===== src/rtl/parking_display_scan.sv =====
// rtl/parking_display_scan.sv - Free-space count to BCD via double-dabble, scanned onto a 4-digit common-anode display.
module parking_display_scan #(
    parameter int DIGITS  = 4,
    parameter int VALUE_W = 14,
    parameter int MAX_VAL = 9999
) (
    input  logic               clk,
    input  logic               reset_n,
    input  logic               scan_tick_in,
    input  logic               blink_in,
    input  logic [VALUE_W-1:0] value,
    input  logic               full_flag,
    output logic [6:0]         seg,
    output logic [DIGITS-1:0]  an,
    output logic               busy
);
    localparam int IDX_W = $clog2(DIGITS);
    localparam int BCD_W = 4 * DIGITS;
    localparam int CNT_W = $clog2(VALUE_W);

    typedef enum logic [1:0] {IDLE, SHIFT, DONE} state_t;

    state_t             state, state_next;
    logic               scan_s1, scan_s2, scan_d;
    logic               blink_s1, blink_s2;
    logic               scan_stb;
    logic [VALUE_W-1:0] sh;
    logic [VALUE_W-1:0] sat;
    logic [VALUE_W-1:0] last_value;
    logic [BCD_W-1:0]   scratch, adj;
    logic [BCD_W-1:0]   disp;
    logic [CNT_W-1:0]   cnt;
    logic [IDX_W-1:0]   idx;
    logic [DIGITS-1:0]  upper_nz;
    logic [3:0]         cur_digit;
    logic               show;
    logic               acc;

    function automatic logic [6:0] decode(input logic [3:0] d);
        case (d)
            4'd0:    decode = 7'b1000000;
            4'd1:    decode = 7'b1111001;
            4'd2:    decode = 7'b0100100;
            4'd3:    decode = 7'b0110000;
            4'd4:    decode = 7'b0011001;
            4'd5:    decode = 7'b0010010;
            4'd6:    decode = 7'b0000010;
            4'd7:    decode = 7'b1111000;
            4'd8:    decode = 7'b0000000;
            4'd9:    decode = 7'b0010000;
            default: decode = 7'b1111111;
        endcase
    endfunction

    assign scan_stb = scan_s2 & ~scan_d;
    assign busy     = (state != IDLE);
    assign sat      = (value > VALUE_W'(MAX_VAL)) ? VALUE_W'(MAX_VAL) : value;

    always_ff @(posedge clk or negedge reset_n) begin
        if (!reset_n) begin
            scan_s1  <= 1'b0;
            scan_s2  <= 1'b0;
            scan_d   <= 1'b0;
            blink_s1 <= 1'b0;
            blink_s2 <= 1'b0;
        end else begin
            scan_s1  <= scan_tick_in;
            scan_s2  <= scan_s1;
            scan_d   <= scan_s2;
            blink_s1 <= blink_in;
            blink_s2 <= blink_s1;
        end
    end

    always_comb begin
        state_next = state;
        case (state)
            IDLE:    if (value != last_value) state_next = SHIFT;
            SHIFT:   if (cnt == CNT_W'(VALUE_W - 1)) state_next = DONE;
            DONE:    state_next = IDLE;
            default: state_next = IDLE;
        endcase
    end

    // Double-dabble correction: every nibble >= 5 gets +3 before the shift.
    always_comb begin
        adj = scratch;
        for (int d = 0; d < DIGITS; d++) begin
            if (scratch[4*d +: 4] >= 4'd5) adj[4*d +: 4] = scratch[4*d +: 4] + 4'd3;
        end
    end

    always_ff @(posedge clk or negedge reset_n) begin
        if (!reset_n) begin
            state      <= IDLE;
            sh         <= '0;
            scratch    <= '0;
            cnt        <= '0;
            last_value <= '0;
            disp       <= '0;
        end else begin
            state <= state_next;
            case (state)
                IDLE: begin
                    if (value != last_value) begin
                        sh         <= sat;
                        last_value <= value;
                        scratch    <= '0;
                        cnt        <= '0;
                    end
                end
                SHIFT: begin
                    scratch <= {adj[BCD_W-2:0], sh[VALUE_W-1]};
                    sh      <= {sh[VALUE_W-2:0], 1'b0};
                    cnt     <= cnt + 1'b1;
                end
                DONE:    disp <= scratch;
                default: ;
            endcase
        end
    end

    // upper_nz[k] is set when any digit at position k or above is non-zero.
    always_comb begin
        acc       = 1'b0;
        upper_nz  = '0;
        cur_digit = '0;
        for (int k = DIGITS - 1; k >= 0; k--) begin
            acc         = acc | (|disp[4*k +: 4]);
            upper_nz[k] = acc;
            if (IDX_W'(k) == idx) cur_digit = disp[4*k +: 4];
        end
        show = ((idx == '0) || upper_nz[idx]) && !(full_flag && !blink_s2);
    end

    always_ff @(posedge clk or negedge reset_n) begin
        if (!reset_n) begin
            idx <= '0;
            seg <= 7'h7F;
            an  <= '1;
        end else begin
            if (scan_stb) idx <= (idx == IDX_W'(DIGITS - 1)) ? '0 : idx + 1'b1;
            seg <= show ? decode(cur_digit) : 7'h7F;
            an  <= show ? ~(DIGITS'(1) << idx) : '1;
        end
    end
endmodule


===== config.mk =====
export PLATFORM = sky130hd
export DESIGN_NAME = parking_display_scan
export DESIGN_NICKNAME = d
export VERILOG_FILES = /design/src/rtl/parking_display_scan.sv
export SDC_FILE = /design/constraint.sdc
export NUM_CORES = 1
export LEC_CHECK = 0
export CAP_MARGIN = 20
export CORE_ASPECT_RATIO = 1.25
export CORE_UTILIZATION = 55
export CTS_BUF_LIST = sky130_fd_sc_hd__clkbuf_8
export DETAILED_ROUTE_END_ITERATION = 8
export PLACE_DENSITY = 0.84
export SYNTH_ARGS = -nofsm -noshare
export SYNTH_HDL_FRONTEND = slang
export SYNTH_SLANG_ARGS = --single-unit

===== constraint.sdc =====
create_clock -name clk -period 2.2 [get_ports clk]
set_input_delay 0.44 -clock clk [delete_from_list [all_inputs] [get_ports clk]]
set_output_delay 0.44 -clock clk [all_outputs]
set_load 0.05 [all_outputs]

==> summary.txt <==
Logic synthesis
  – Ranking of synthesized cells by area: dfrtp_1 (44%), dfstp_2 (6.9%), mux2_2 (6.2%), ha_1 (5.7%), o21ai_0 (4.4%)
  – Mapped Cells: 398
  – Post-Syn Nets: 436
  – Largest area contributor in the netlist: dfrtp_1
  – Top-count cell post-synth: dfrtp_1
  – Post-synth EDFFs: 0
  – Synth top area share: 0.435
  – Distinct cells, synth: 47
  – Syn Area/Cell: 10.5 um2
  – Syn Std Cell Area: 4200 um2
  – Synthesized flop and latch total: 84
  – Yosys warns: 0
  – Post-synth top cells: dfrtp_1 (73), nand2_1 (47), o21ai_0 (37), inv_1 (26), mux2_2 (23)
  – Seq/Total Area, Yosys: 0.504
  – Main flop type after synthesis: dfrtp_1
  – FFs w/ async S/R, synth: 1.00

Drt
  – Detailed Routing Iterations Pass 1: 5
  – Final ANT Viol Nets: 0
  – Routed wl met3: 214 um
  – Routed wl met2: 4610 um
  – Initial drt markers: 242
  – DRC viols: 0
  – Avg WL per Cell: 15.7 um
  – Drt via density: 5.68
  – DRT met1 WL: 3540 um
  – WL final: 8680 um
  – Vias post-DR: 3145
  – Top Layer Used: met4

Finish
  – # nets final: 495
  – Layout cells sized above 1: 0.214
  – Finished Layout Cells: 554
  – Antenna Cells: 0
  – Area growth syn-to-layout: 18.8%

Worst setup path
  – CP max stage delay: 0.79 ns
  – Critical Path End Type: primary output
  – Slowest cell on crit path: clkdlybuf4s50_1
  – CP Max Fanout: 1
  – Crit path arrival time: 1.69 ns
  – Cell Chain, Critical Path: clkdlybuf4s50_1
  – Worst Setup SP: seg[0]$_DFF_PN1_
  – Critical path launch point type: flop
  – Crit Path Category: flop to primary output
  – Reg2Reg Launch Point: idx[0]$_DFFE_PN0P_
  – Buf/Inv on CP: 1
  – WP data required: 1.76 ns
  – Delay-heaviest family, CP: buffers and inverters

Global routing
  – Total gr overflow: 0
  – First-pass GRT wire length: 14800 um
  – Number of global-route vias before repair: 3280
  – GRT Total Usage: 0.241
  – Initial antenna violation count: 0
  – Largest net degree at the start of global routing: 47

STA
  – RSZ-0062 raised after global routing: yes
  – Slew @ Worst Pin: 0.811 ns
  – Final period util: 0.966
  – PnR worst setup slack: 0.0748 ns
  – Slew headroom: 0.457
  – Finish-stage setup viols: 0
  – Setup TNS: 0 ns
  – Max Slew Vio Count: 0
  – Fin crit period: 2.13 ns
  – Final hold vios: 0
  – Worst Skew: 0.0110 ns
  – Hold slack final: 0.0604 ns
  – Max Clk Rate: 0.471 GHz

Placement
  – Placed Instances: 538
  – GPL Wtd Cong: 0.912
  – Dpl ws: -0.329 ns
  – IO buf count: 30
  – Post-DP HPWL: 6190 um

Power and ir drop
  – LEAKAGE: 2.24 nW
  – Net switching power: 0.00329 W
  – Peak VDD IR: 0.972 mV
  – Flop pwr share: 0.349
  – Combinational share of power: 0.514
  – Pint: 0.00458 W
  – Net Sw Frac: 0.418
  – Clock power share: 0.138
  – Pwr Total: 0.00788 W
  – P per Cell Area: 1580 nW/um2

Flow run
  – Max_cap viols: 0

Floorplan
  – Io pins: 31
  – Die area: 7980 um2
  – Core Rows: 35
  – Chip height: 99.6 um
  – Initial core utilization: 0.570
  – Die width: 80.1 um
  – Core area: 7360 um2

Clocking
  – CTS Hold Bufs: 0
  – Post-CTS Setup Repair Bufs: 0
  – CTS sink count: 84
  – CTS root buf: clkbuf_8
  – Depth of the CTS H-tree: 3
  – CTS Buffer Depth: 2
  – Clk_lat worst skew: 0.37 ns
  – CTS buffer count: 9
  – Clk slew on worst S/H paths: 0.10 ns
  – CTS tree: yes

Run status
  – Status: finished, final reports clean

Hold path
  – Hold Crit Class: input pin to async pin
## layout make-up
class / instances / area (um2)
multi-input combinational: 273 / 1910
clock inverter: 6 / 52.6
tap: 92 / 115
fill: 543 / 2370
inverter: 26 / 97.6
timing repair buffer: 63 / 556
clock buffer: 10 / 138
sequential: 84 / 2120
## kinds of logic (layout without fill, tap and decap cells)
logic type                 after synthesis  in the layout  synth area share
AOI/OAI and AO/OA                       93             93             0.136
xor gates and xnor gates                23             23            0.0480
adders and majority gates               19             19            0.0567
buffers and inverters                   41            105            0.0435
DFF                                     84             84             0.504
muxes                                   32             32            0.0868
and+or+nand+nor                        106            106             0.124
## stage by stage
stage	area, um2	util
CTS	4970	0.676
floorplan	4200	-
global placement	4780	0.650
global route	4980	0.678
detailed placement	4780	0.650
finish	4980	0.678
## power groups by stage
stage | Clock, W | Sequential, W | Combinational [W]
after global routing | 0.00117 | 0.00282 | 0.00449
final | 0.00108 | 0.00275 | 0.00405
after global placement | 0 | 0.00272 | 0.00382
after CTS | 0.00109 | 0.00274 | 0.00402
after floorplan | 0 | 0.00299 | 0.00262
after detailed placement | 0 | 0.00277 | 0.00400
## final timing paths
check	slack [ns]	to	cells after the start
hold / removal	0.06	scan_s1$_DFF_PN0_	1
min in group clk	0.36	blink_s2$_DFF_PN0_	0
setup reg to reg	0.14	seg[6]$_DFF_PN1_	9
max in group asynchronous	1.52	sh[7]$_DFFE_PN0P_	2
setup / recovery	0.07	seg[0]	1
hold reg to reg	0.36	blink_s2$_DFF_PN0_	0
## state kept, by name, indices dropped and copies added (netlist names), 2 cells and up
register and cells:
state 2, scratch 16, idx 2, sh 14, an 4, seg 7, cnt 4, last_value 14
disp 16
## layout by cell type (no fill, tap or decap), drive strengths merged, types with 19 or more instances in the layout
cell type,instances
ha,19
a21oi,19
nand2,47
dfrtp,73
clkdlybuf4s50,28
mux2,26
inv,30
buf,35
xnor2,21
o21ai,37
## routing by layer
layer | vias up | track usage
met5 | - | 0
met4 | 0 | 0.159
li1 | 1502 | -
met1 | 1539 | 0.259
met3 | 27 | 0.0358
met2 | 77 | 0.432
## timing repair
item                                   CTS  global route
gates resized for setup                  0             6
endpoints found under the hold margin    0             0
setup endpoints to repair                0            18
Note: power is estimated with default switching activity, not from simulation.
